`src/rtl/alu_pkg.sv`:
```
`default_nettype none
// ============================================================================
// alu_pkg : opcode, flag-index and flag-width definitions for the ALU path
// Rev 1.0
// ============================================================================
package alu_pkg;

  localparam logic [1:0] OP_ADD = 2'b00;
  localparam logic [1:0] OP_SUB = 2'b01;
  localparam logic [1:0] OP_AND = 2'b10;
  localparam logic [1:0] OP_OR  = 2'b11;

  localparam int FLG_Z  = 3;
  localparam int FLG_N  = 2;
  localparam int FLG_C  = 1;
  localparam int FLG_V  = 0;
  localparam int FLAG_W = 4;

endpackage
`default_nettype wire

```
`src/rtl/alu_cmd_issue_if.sv`:
```
`default_nettype none
// ============================================================================
// alu_cmd_issue_if : command, ALU-side and response signals of the issue stage
// Rev 1.0
// ============================================================================
interface alu_cmd_issue_if
  import alu_pkg::*;
#(
  parameter int WIDTH = 32,
  parameter int TAG_W = 4
) ();

  logic              cmd_valid;
  logic              cmd_ready;
  logic [WIDTH-1:0]  cmd_a;
  logic [WIDTH-1:0]  cmd_b;
  logic [1:0]        cmd_op;
  logic [TAG_W-1:0]  cmd_tag;

  logic [WIDTH-1:0]  alu_a;
  logic [WIDTH-1:0]  alu_b;
  logic [1:0]        alu_op;
  logic [WIDTH-1:0]  alu_result;
  logic              alu_z;
  logic              alu_n;
  logic              alu_c;
  logic              alu_v;

  logic              rsp_valid;
  logic              rsp_ready;
  logic [WIDTH-1:0]  rsp_result;
  logic [FLAG_W-1:0] rsp_flags;
  logic [TAG_W-1:0]  rsp_tag;
  logic              busy;

  // Environment side: command source, ALU and response sink
  modport master (
    output cmd_valid, cmd_a, cmd_b, cmd_op, cmd_tag,
    input  cmd_ready,
    input  alu_a, alu_b, alu_op,
    output alu_result, alu_z, alu_n, alu_c, alu_v,
    input  rsp_valid, rsp_result, rsp_flags, rsp_tag,
    output rsp_ready,
    input  busy
  );

  modport slave (
    input  cmd_valid, cmd_a, cmd_b, cmd_op, cmd_tag,
    output cmd_ready,
    output alu_a, alu_b, alu_op,
    input  alu_result, alu_z, alu_n, alu_c, alu_v,
    output rsp_valid, rsp_result, rsp_flags, rsp_tag,
    input  rsp_ready,
    output busy
  );

endinterface
`default_nettype wire

```
`src/rtl/sync_fifo.sv`:
```
`default_nettype none
// ============================================================================
// sync_fifo : single-clock FIFO, head read straight from storage, no fall-through
// Rev 1.0
// ============================================================================
module sync_fifo #(
  parameter int WIDTH = 8,
  parameter int DEPTH = 4
) (
  input  logic                         clk,
  input  logic                         rst,
  input  logic                         push_i,
  input  logic [WIDTH-1:0]             data_i,
  input  logic                         pop_i,
  output logic [WIDTH-1:0]             data_o,
  output logic                         full_o,
  output logic                         empty_o,
  output logic [$clog2(DEPTH+1)-1:0]   count_o
);

  localparam int PTR_W = (DEPTH > 1) ? $clog2(DEPTH) : 1;
  localparam int CNT_W = $clog2(DEPTH + 1);

  logic [WIDTH-1:0] mem_q [DEPTH];
  logic [PTR_W-1:0] wr_ptr_q;
  logic [PTR_W-1:0] rd_ptr_q;
  logic [CNT_W-1:0] count_q;
  logic             wr_en;
  logic             rd_en;

  function automatic logic [PTR_W-1:0] ptr_inc(input logic [PTR_W-1:0] p);
    return (p == PTR_W'(DEPTH - 1)) ? '0 : p + PTR_W'(1);
  endfunction

  assign full_o  = (count_q == CNT_W'(DEPTH));
  assign empty_o = (count_q == '0);
  assign wr_en   = push_i && !full_o;
  assign rd_en   = pop_i && !empty_o;
  assign data_o  = mem_q[rd_ptr_q];
  assign count_o = count_q;

  always_ff @(posedge clk) begin
    if (rst) begin
      wr_ptr_q <= '0;
      rd_ptr_q <= '0;
      count_q  <= '0;
      for (int i = 0; i < DEPTH; i++) begin
        mem_q[i] <= '0;
      end
    end else begin
      if (wr_en) begin
        mem_q[wr_ptr_q] <= data_i;
        wr_ptr_q        <= ptr_inc(wr_ptr_q);
      end
      if (rd_en) begin
        rd_ptr_q <= ptr_inc(rd_ptr_q);
      end
      count_q <= count_q + CNT_W'(wr_en) - CNT_W'(rd_en);
    end
  end

endmodule
`default_nettype wire

```
`src/rtl/alu_cmd_issue.sv`:
```
`default_nettype none
// ============================================================================
// alu_cmd_issue : credit-based command issue and result capture for the ALU
// Rev 1.0
// ============================================================================
module alu_cmd_issue
  import alu_pkg::*;
#(
  parameter int WIDTH     = 32,
  parameter int TAG_W     = 4,
  parameter int CMD_DEPTH = 4,
  parameter int RSP_DEPTH = 4,
  parameter int ALU_LAT   = 1
) (
  input  logic           clk,
  input  logic           rst,
  alu_cmd_issue_if.slave bus
);

  localparam int CMD_W = 2 * WIDTH + 2 + TAG_W;
  localparam int RSP_W = WIDTH + FLAG_W + TAG_W;
  localparam int CRD_W = $clog2(RSP_DEPTH + 1);
  localparam int CCN_W = $clog2(CMD_DEPTH + 1);
  localparam int RCN_W = $clog2(RSP_DEPTH + 1);

  logic              cmd_push, cmd_full, cmd_empty, issue;
  logic [CMD_W-1:0]  cmd_head;
  logic [CCN_W-1:0]  cmd_cnt, cmd_cnt_d;
  logic              rsp_push, rsp_pop, rsp_full, rsp_empty;
  logic [RSP_W-1:0]  rsp_wdata, rsp_head;
  logic [RCN_W-1:0]  rsp_cnt, rsp_cnt_d;
  logic [FLAG_W-1:0] alu_flags;

  logic [CRD_W-1:0]  credit_q, credit_d;
  logic [WIDTH-1:0]  alu_a_q, alu_b_q;
  logic [1:0]        alu_op_q;
  logic [ALU_LAT:0]  infl_vld_q, infl_vld_d;
  logic [TAG_W-1:0]  infl_tag_q [ALU_LAT+1];
  logic              busy_q, busy_d;

  assign bus.cmd_ready = !cmd_full && !rst;
  assign cmd_push      = bus.cmd_valid && bus.cmd_ready;
  // A free credit guarantees a response-FIFO slot by the time the result lands
  assign issue         = !cmd_empty && (credit_q != '0);

  sync_fifo #(.WIDTH(CMD_W), .DEPTH(CMD_DEPTH)) u_cmd_fifo (
    .clk     (clk),
    .rst     (rst),
    .push_i  (cmd_push),
    .data_i  ({bus.cmd_a, bus.cmd_b, bus.cmd_op, bus.cmd_tag}),
    .pop_i   (issue),
    .data_o  (cmd_head),
    .full_o  (cmd_full),
    .empty_o (cmd_empty),
    .count_o (cmd_cnt)
  );

  always_comb begin
    alu_flags         = '0;
    alu_flags[FLG_Z]  = bus.alu_z;
    alu_flags[FLG_N]  = bus.alu_n;
    alu_flags[FLG_C]  = bus.alu_c;
    alu_flags[FLG_V]  = bus.alu_v;
  end

  assign rsp_push  = infl_vld_q[ALU_LAT] && !rsp_full;
  assign rsp_wdata = {bus.alu_result, alu_flags, infl_tag_q[ALU_LAT]};
  assign rsp_pop   = bus.rsp_valid && bus.rsp_ready;

  sync_fifo #(.WIDTH(RSP_W), .DEPTH(RSP_DEPTH)) u_rsp_fifo (
    .clk     (clk),
    .rst     (rst),
    .push_i  (rsp_push),
    .data_i  (rsp_wdata),
    .pop_i   (rsp_pop),
    .data_o  (rsp_head),
    .full_o  (rsp_full),
    .empty_o (rsp_empty),
    .count_o (rsp_cnt)
  );

  assign bus.rsp_valid  = !rsp_empty;
  assign bus.rsp_result = rsp_head[RSP_W-1 -: WIDTH];
  assign bus.rsp_flags  = rsp_head[TAG_W +: FLAG_W];
  assign bus.rsp_tag    = rsp_head[TAG_W-1:0];
  assign bus.alu_a      = alu_a_q;
  assign bus.alu_b      = alu_b_q;
  assign bus.alu_op     = alu_op_q;
  assign bus.busy       = busy_q;

  always_comb begin
    credit_d   = credit_q + CRD_W'(rsp_pop) - CRD_W'(issue);
    infl_vld_d = {infl_vld_q[ALU_LAT-1:0], issue};
    cmd_cnt_d  = cmd_cnt + CCN_W'(cmd_push) - CCN_W'(issue);
    rsp_cnt_d  = rsp_cnt + RCN_W'(rsp_push) - RCN_W'(rsp_pop);
    busy_d     = (cmd_cnt_d != '0) || (infl_vld_d != '0) || (rsp_cnt_d != '0);
  end

  always_ff @(posedge clk) begin
    if (rst) begin
      credit_q   <= CRD_W'(RSP_DEPTH);
      alu_a_q    <= '0;
      alu_b_q    <= '0;
      alu_op_q   <= 2'b00;
      infl_vld_q <= '0;
      busy_q     <= 1'b0;
      for (int i = 0; i <= ALU_LAT; i++) begin
        infl_tag_q[i] <= '0;
      end
    end else begin
      credit_q   <= credit_d;
      infl_vld_q <= infl_vld_d;
      busy_q     <= busy_d;
      if (issue) begin
        alu_a_q  <= cmd_head[CMD_W-1 -: WIDTH];
        alu_b_q  <= cmd_head[TAG_W+2 +: WIDTH];
        alu_op_q <= cmd_head[TAG_W +: 2];
      end
      infl_tag_q[0] <= cmd_head[TAG_W-1:0];
      for (int i = 1; i <= ALU_LAT; i++) begin
        infl_tag_q[i] <= infl_tag_q[i-1];
      end
    end
  end

endmodule
`default_nettype wire

```
`src/flat_wrapper.sv`:
```
// flat-port wrapper written by rule: the top's interface ports become plain ports
module alu_cmd_issue_flat import alu_pkg::*;
#(
  parameter int WIDTH     = 32,
  parameter int TAG_W     = 4,
  parameter int CMD_DEPTH = 4,
  parameter int RSP_DEPTH = 4,
  parameter int ALU_LAT   = 1
)
  (clk, rst, bus_cmd_valid, bus_cmd_a, bus_cmd_b, bus_cmd_op, bus_cmd_tag, bus_cmd_ready, bus_alu_a, bus_alu_b, bus_alu_op, bus_alu_result, bus_alu_z, bus_alu_n, bus_alu_c, bus_alu_v, bus_rsp_valid, bus_rsp_result, bus_rsp_flags, bus_rsp_tag, bus_rsp_ready, bus_busy);
  alu_cmd_issue_if #(.WIDTH(WIDTH), .TAG_W(TAG_W)) bus_i ();
  input  logic clk;
  input  logic rst;
  input wire logic [$bits(bus_i.cmd_valid)-1:0] bus_cmd_valid;
  input wire logic [$bits(bus_i.cmd_a)-1:0] bus_cmd_a;
  input wire logic [$bits(bus_i.cmd_b)-1:0] bus_cmd_b;
  input wire logic [$bits(bus_i.cmd_op)-1:0] bus_cmd_op;
  input wire logic [$bits(bus_i.cmd_tag)-1:0] bus_cmd_tag;
  output wire logic [$bits(bus_i.cmd_ready)-1:0] bus_cmd_ready;
  output wire logic [$bits(bus_i.alu_a)-1:0] bus_alu_a;
  output wire logic [$bits(bus_i.alu_b)-1:0] bus_alu_b;
  output wire logic [$bits(bus_i.alu_op)-1:0] bus_alu_op;
  input wire logic [$bits(bus_i.alu_result)-1:0] bus_alu_result;
  input wire logic [$bits(bus_i.alu_z)-1:0] bus_alu_z;
  input wire logic [$bits(bus_i.alu_n)-1:0] bus_alu_n;
  input wire logic [$bits(bus_i.alu_c)-1:0] bus_alu_c;
  input wire logic [$bits(bus_i.alu_v)-1:0] bus_alu_v;
  output wire logic [$bits(bus_i.rsp_valid)-1:0] bus_rsp_valid;
  output wire logic [$bits(bus_i.rsp_result)-1:0] bus_rsp_result;
  output wire logic [$bits(bus_i.rsp_flags)-1:0] bus_rsp_flags;
  output wire logic [$bits(bus_i.rsp_tag)-1:0] bus_rsp_tag;
  input wire logic [$bits(bus_i.rsp_ready)-1:0] bus_rsp_ready;
  output wire logic [$bits(bus_i.busy)-1:0] bus_busy;
  assign bus_i.cmd_valid = bus_cmd_valid;
  assign bus_i.cmd_a = bus_cmd_a;
  assign bus_i.cmd_b = bus_cmd_b;
  assign bus_i.cmd_op = bus_cmd_op;
  assign bus_i.cmd_tag = bus_cmd_tag;
  assign bus_cmd_ready = bus_i.cmd_ready;
  assign bus_alu_a = bus_i.alu_a;
  assign bus_alu_b = bus_i.alu_b;
  assign bus_alu_op = bus_i.alu_op;
  assign bus_i.alu_result = bus_alu_result;
  assign bus_i.alu_z = bus_alu_z;
  assign bus_i.alu_n = bus_alu_n;
  assign bus_i.alu_c = bus_alu_c;
  assign bus_i.alu_v = bus_alu_v;
  assign bus_rsp_valid = bus_i.rsp_valid;
  assign bus_rsp_result = bus_i.rsp_result;
  assign bus_rsp_flags = bus_i.rsp_flags;
  assign bus_rsp_tag = bus_i.rsp_tag;
  assign bus_i.rsp_ready = bus_rsp_ready;
  assign bus_busy = bus_i.busy;
  alu_cmd_issue #(.WIDTH(WIDTH), .TAG_W(TAG_W), .CMD_DEPTH(CMD_DEPTH), .RSP_DEPTH(RSP_DEPTH), .ALU_LAT(ALU_LAT)) u_core (.clk(clk), .rst(rst), .bus(bus_i));
endmodule
```
`config.mk`:
```
export PLATFORM = sky130hd
export DESIGN_NAME = alu_cmd_issue_flat
export DESIGN_NICKNAME = d
export VERILOG_FILES = /design/src/rtl/alu_pkg.sv /design/src/rtl/alu_cmd_issue_if.sv /design/src/rtl/sync_fifo.sv /design/src/rtl/alu_cmd_issue.sv /design/src/flat_wrapper.sv
export SDC_FILE = /design/constraint.sdc
export NUM_CORES = 1
export LEC_CHECK = 0
export BUFFER_PORTS_ARGS = -buffer_cell sky130_fd_sc_hd__buf_4
export CAP_MARGIN = 20
export CORE_MARGIN = 1.5
export CORE_UTILIZATION = 40
export CTS_BUF_LIST = sky130_fd_sc_hd__clkbuf_16
export DETAILED_ROUTE_END_ITERATION = 10
export PLACE_DENSITY_LB_ADDON = 0.25
export SLEW_MARGIN = 20
export SYNTH_ARGS = -nofsm -noshare
export SYNTH_HDL_FRONTEND = slang
export SYNTH_SLANG_ARGS = --single-unit
```
`constraint.sdc`:
```
create_clock -name clk -period 5.1 [get_ports clk]
set_clock_uncertainty 0.1 [all_clocks]
set_input_delay 0.255 -clock clk [delete_from_list [all_inputs] [get_ports clk]]
set_output_delay 0.255 -clock clk [all_outputs]
set_load 0.03 [all_outputs]
```
# Word-level counts from Yosys, hierarchy flattened
# Memory sizes are Yosys's and may differ from the RTL's. A register that Yosys moved wholly into a read port is not among the register bits.
# Index checks and enable logic that the tools add are counted.
[classes] add_sub_neg=14 eq_ne=6 n_mux=25 n_bitwise=2 n_reduce_logical=24
[op_table] op="70-bit 2-to-1 mux" count=1
[op_table] op="70-bit OR reduction" count=1
[op_table] op="40-bit 2-to-1 mux" count=1
[op_table] op="40-bit OR reduction" count=1
[op_table] op="2-bit 2-to-1 mux" count=10
[op_table] op="3-bit by 1-bit adder with 3-bit output" count=5
[op_table] op="3-bit by 1-bit subtractor with 3-bit output" count=5
[op_table] op="1-bit 2-to-1 mux" count=11
[op_table] op="1-bit logical AND" count=9
[op_table] op="3-bit nonzero test" count=3
[op_table] op="2-bit by 1-bit adder with 2-bit output (second input constant)" count=4
[op_table] op="2-bit == test (second input constant)" count=4
[op_table] op="4-bit 2-to-1 mux" count=2
[op_table] op="3-bit == test (second input constant)" count=2
[op_table] op="3-bit logical NOT" count=2
[op_table] op="1-bit logical NOT" count=5
[op_table] op="1-bit logical OR" count=2
[op_table] op="1-bit OR" count=2
[op_table] op="2-bit nonzero test" count=1
[word_totals] ff_bits=86 ramBits=448 input_bits=110 out_inout_bits=109 elab_cells=86 n_memories=3
[memory_table] memory="u_core.u_cmd_fifo.mem_q" words=4 width=70 read_ports=1 rd_clocked_by_memory_dff=1 wr=4 line="sync_fifo.sv:24" rtl="logic [WIDTH-1:0] mem_q [DEPTH];"
[memory_table] memory="u_core.u_rsp_fifo.mem_q" words=4 width=40 read_ports=1 rd_clocked_by_memory_dff=1 wr=4 line="sync_fifo.sv:24"
[memory_table] memory="u_core.infl_tag_q" words=2 width=4 read_ports=2 rd_clocked_by_memory_dff=0 wr=2 line="alu_cmd_issue.sv:38" rtl="logic [TAG_W-1:0] infl_tag_q [ALU_LAT+1];"

# Longest topological paths before layout
[depth] word_depth=10 depth_mapped=11 mapped_depth_nobuf=10

# Cells and area by module
# Synthesis repeated with hierarchy kept, for this count alone.
[hier_totals] cells_unflattened=1526 area_unflattened_um2=23114.7
[modules_own_cells] module="sync_fifo (u_core.u_cmd_fifo)" n_inst=1 cells_each=724 area_each_um2=12433.2 seq_area_each_um2=8588.2
[modules_own_cells] module="sync_fifo (u_core.u_rsp_fifo)" n_inst=1 cells_each=435 area_each_um2=7384.6 seq_area_each_um2=4984.8
[modules_own_cells] module="alu_cmd_issue" n_inst=1 cells_each=367 area_each_um2=3296.9 seq_area_each_um2=1601.5

# Worst setup path after synthesis
# No wires, ideal clock.
[synth_path] path_type="reg2reg" startpoint="register u_core.u_cmd_fifo.count_q[1], in the netlist u_core.u_cmd_fifo.count_o[1]" endpoint="register u_core.busy_q, in the netlist u_core.bus.busy" setup_ps=133 t_arrival_ps=2848 t_required_ps=4867 setup_slack_ps=2019 stages_incl_launch_ff=12 path_buffers=1 synth_period_minus_slack_ps=3081 cell_sequence="dfxtp_1 nor3b_4 nor2_2 clkbuf_1 inv_1 ha_1 inv_1 ha_1 fa_1 or4_1 a211oi_1 a31oi_1"
[synth_via] elab_chain_cells=9 word_cells_on_any_way=13 cone_classes="2 x add/sub; 1 x eq/ne; 10 x reduce/logical"
[synth_rtl] element="start, declared" line="sync_fifo.sv:27" rtl="logic [CNT_W-1:0] count_q;"
[synth_rtl] element="start signal, assigned" line="sync_fifo.sv:58" rtl="count_q <= count_q + CNT_W'(wr_en) - CNT_W'(rd_en);"
[synth_rtl] element="3-bit == test" line="sync_fifo.sv:35" rtl="assign full_o = (count_q == CNT_W'(DEPTH));"
[synth_rtl] element="1-bit logical NOT" line="alu_cmd_issue.sv:41" rtl="assign bus.cmd_ready = !cmd_full && !rst;"
[synth_rtl] element="1-bit logical AND" line="alu_cmd_issue.sv:41"
[synth_rtl] element="1-bit logical AND" line="alu_cmd_issue.sv:42" rtl="assign cmd_push = bus.cmd_valid && bus.cmd_ready;"
[synth_rtl] element="3-bit by 1-bit adder with 3-bit output" line="alu_cmd_issue.sv:94" rtl="cmd_cnt_d = cmd_cnt + CCN_W'(cmd_push) - CCN_W'(issue);"
[synth_rtl] element="3-bit by 1-bit subtractor with 3-bit output" line="alu_cmd_issue.sv:94"
[synth_rtl] element="3-bit nonzero test" line="alu_cmd_issue.sv:96" rtl="busy_d = (cmd_cnt_d != '0) || (infl_vld_d != '0) || (rsp_cnt_d != '0);"
[synth_rtl] element="1-bit logical OR (*) (2 in series)" line="alu_cmd_issue.sv:96"
[synth_rtl] element="end signal, assigned" line="alu_cmd_issue.sv:113" rtl="busy_q <= busy_d;"
[synth_rtl] element="end, declared" line="alu_cmd_issue.sv:39" rtl="logic busy_q, busy_d;"
# Mark *: on every way between the ends. The rest lies on a longest branch, timed or not.
# A chain may end at the register's enable or synchronous reset.

# Final worst setup path
[layout_path] startpoint="input rst" endpoint="register u_core.u_cmd_fifo.count_q[2], in the netlist u_core.u_cmd_fifo.count_o[2]"
[layout_via] elab_chain_cells=6
[layout_rtl] element="start, declared" line="flat_wrapper.sv:13" rtl="input logic rst;"
[layout_rtl] element="1-bit logical NOT" line="alu_cmd_issue.sv:41"
[layout_rtl] element="1-bit logical AND" line="alu_cmd_issue.sv:41"
[layout_rtl] element="1-bit logical AND" line="alu_cmd_issue.sv:42"
[layout_rtl] element="1-bit logical AND" line="sync_fifo.sv:37" rtl="assign wr_en = push_i && !full_o;"
[layout_rtl] element="3-bit by 1-bit adder with 3-bit output" line="sync_fifo.sv:58"
[layout_rtl] element="3-bit by 1-bit subtractor with 3-bit output" line="sync_fifo.sv:58"
# Several ways; a longest one is shown, not always the timed one.

==> metrics.md <==
| Metric | Value |
|---|---|
| Setup TNS | `0 ps` |
| Dpl cells | `2399` |
| Max-slew violations | `0` |
| Min Tclk post-route | `3360 ps` |
| Slew headroom | `31.6%` |
| Number of distinct library cells after synthesis | `40` |
| DRC viols | `0` |
| Overall global routing resource usage | `18.3%` |
| Initial antenna violation count | `5` |
| Area of the core | `56400 sq um` |
| PortBufs | `218` |
| DR iter-0 viols | `798` |
| Design Power | `13.4 mW` |
| Area growth, synth to finish | `22.8%` |
| PnR worst setup slack | `1740 ps` |
| Kind of end point of the critical path | `flop` |
| Rows | `87` |
| Worst setup path class | `input port to flop` |
| Reg power frac | `43.4%` |
| Clk pin slew, worst setup/hold paths | `60 ps` |
| Max Cap Viol | `0` |
| Area after DPL | `25200 sq um` |
| Sink Count | `538` |
| Vias | `13.3k` |
| Detailed Place HPWL | `29300 um` |
| Final setup violation count | `0` |
| Crit share post-route | `65.9%` |
| Grt ovf | `0` |
| VDD IR-drop max | `0.000279 V` |
| Ys Warns | `0` |
| Finished Layout Cells | `2617` |
| Status | `completed` |
| CTS tree | `built` |
| RD Place Congestion | `0.714` |
| Internal Power | `9.07 mW` |
| Top Ports | `219` |
| Clock latency on the worst-skew pair | `630 ps` |
| Die W | `242 um` |
| Routed wire length | `53700 um` |
| Switching Fraction | `32.2%` |
| Starting Density | `40.5%` |
| Worst Path Max Fanout | `72` |
| Final instance area | `28100 sq um` |
| Via density | `5.07` |
| RSZ-0062 raised after global routing | `no` |
| First-pass DRT Iterations | `4` |
| Combinational power share | `27.6%` |
| Async SR Flop Fraction | `0%` |
| Dpl ws | `1660 ps` |
| Startpoint Class | `input port` |
| Maximum clock frequency | `0.297 GHz` |
| PwrDens | `477 nW/um^2` |
| H-tree Lvls | `2` |
| Fillers | `4943` |
| Share of layout cells above drive strength 1 | `24.7%` |
| Critical Path AT | `3740 ps` |
| Fin. Hold Viols | `0` |
| Pleak | `10.5 nW` |
| Post-CTS Resized | `0` |
| Die height | `242 um` |
| Antenna-violating nets left | `0` |
| Seq cells post-synth | `538` |
| Clock root cell | `clkbuf_16` |
| Syn Std Cell Area | `22800 sq um` |
| TritonCTS buffer count | `57` |
| Worst-margin pin slew | `1030 ps` |
| Gate Count Post-Synth | `1516` |
| Top_reg_cell synth | `edfxtp_1` |
| Mapped Nets | `1645` |
| Most frequent cells in the layout | `and2_1, edfxtp_1, buf_4` |
| Net count, final | `1939` |
| First-pass GRT wire length | `82500 um` |
| Part of the power in the clock network | `29.0%` |
| Clock Tree Buf Depth | `3` |
| Wirelength per Cell | `20.5 um` |
| Die area | `58500 sq um` |
| Largest net degree at the start of global routing | `73` |
| Avg Cell Area, Syn | `15.1 sq um` |
| Required @ worst endpoint | `5480 ps` |
| Sequential fraction of the synthesis area | `66.4%` |
| Vias in the first global route | `14.1k` |
| Sw power | `4.31 mW` |
| EDFF count, synth | `440` |
| Hold crit path type | `input port to flop` |
-- synthesized netlist by cell type (7+ instances only) --
library cell	number	area [sq um]
clkbuf_2	14	70.1
a21oi_1	72	360
clkbuf_1	71	267
and2_1	440	2750
buf_2	14	70.1
nor2b_1	15	93.8
nand3_1	68	340
ha_1	14	175
or2_2	7	43.8
dfxtp_1	98	1960
edfxtp_1	440	13200
nor2_1	8	30.0
mux4_2	110	2480
o21ai_0	71	355
inv_1	17	63.8
-- worst max-delay path, stage by stage --
cell and delay [ps]:
dlygate4sd3_1 570, buf_4 280, nand2b_1 410, nor2_4 170, buf_4 660, inv_1 160
ha_1 330, inv_1 60, ha_1 140, inv_1 50, fa_1 410, xnor2_1 170
nor2_1 50
-- stage by stage --
| stage | utilization [%] | hold slack (ps) |
|---|---|---|
| 2_1_floorplan | - | 314 |
| 3_3_place_gp | 44.7 | 334 |
| 3_5_place_dp | 44.7 | 333 |
| 4_1_cts | 49.7 | 235 |
| 5_1_grt | 49.7 | 311 |
| 6_report | 49.7 | 289 |
-- final timing paths --
path	startpoint	endpoint	slack, ps	depth (start not counted)
setup reg to reg	u_core.u_rsp_fifo.count_o[1]	u_core.bus.busy	1950	9
hold reg to reg	u_core.infl_tag_q[0][1]	u_core.infl_tag_q[0][5]	340	1
setup / recovery	rst	u_core.u_cmd_fifo.count_o[2]	1740	13
hold / removal	bus_cmd_valid	u_core.u_cmd_fifo.wr_ptr_q[0]	290	4
-- power by group through the flow --
stage | clock network [mW] | logic (mW) | registers, mW
6_report | 3.88 | 3.69 | 5.81
4_1_cts | 3.98 | 3.74 | 5.84
3_3_place_gp | 0 | 3.63 | 5.90
2_1_floorplan | 0 | 2.32 | 5.96
5_1_grt | 4.15 | 3.98 | 5.90
3_5_place_dp | 0 | 3.66 | 5.92
-- sequential cells by signal (all words and copies together) (netlist names), named ones only --
name,count
u_core.u_cmd_fifo.rd_ptr_q,2
u_core.u_cmd_fifo.wr_ptr_q,2
u_core.bus.alu_op,2
u_core.u_rsp_fifo.count_o,3
u_core.bus.alu_b,32
u_core.u_rsp_fifo.wr_ptr_q,2
u_core.u_cmd_fifo.count_o,3
u_core.infl_tag_q,8
u_core.u_rsp_fifo.rd_ptr_q,2
u_core.u_rsp_fifo.mem_q,160
u_core.bus.alu_a,32
u_core.credit_q,3
u_core.bus.busy,1
u_core.infl_vld_q,2
u_core.u_cmd_fifo.mem_q,280
-- metal layers --
| metal | global-route usage [%] | vias up | part of all wire, % |
|---|---|---|---|
| li1 | - | 6148 | - |
| met1 | 22.9 | 6718 | 41 |
| met2 | 32.7 | 337 | 52 |
| met3 | 3.60 | 71 | 5.7 |
| met4 | 4.04 | 6 | 1.7 |
| met5 | 0 | - | 0.060 |
-- cells by family (layout without fill, tap and decap cells) --
group / after synthesis / after routing / synth area share (%)
buffers and inverters: 127 / 470 / 2.32
and+or+nand+nor: 564 / 564 / 15.5
other: 0 / 2 / 0
xor gates and xnor gates: 8 / 8 / 0.307
AOI/OAI and AO/OA: 148 / 148 / 3.31
DFF: 538 / 538 / 66.4
muxes: 112 / 112 / 10.9
adders and majority gates: 19 / 19 / 1.21
-- layout make-up --
type | instances | area (sq um) | area share (%)
well taps | 756 | 946 | 3.37
multi-input cells | 851 | 7220 | 25.7
inverters | 17 | 63.8 | 0.227
clock inverters | 51 | 330 | 1.18
clock buffers | 57 | 1430 | 5.08
flip-flops and latches | 538 | 15200 | 54.2
diodes | 2 | 5.00 | 0.0178
repair buffers | 345 | 2870 | 10.2
-- repair_timing --
action / 4_1_cts / 5_1_grt
endpoints found under the hold margin: 447 / 0
setup buffers: 0 / 0
hold buffers: 108 / 0
Note: power is estimated with default switching activity, not from simulation.
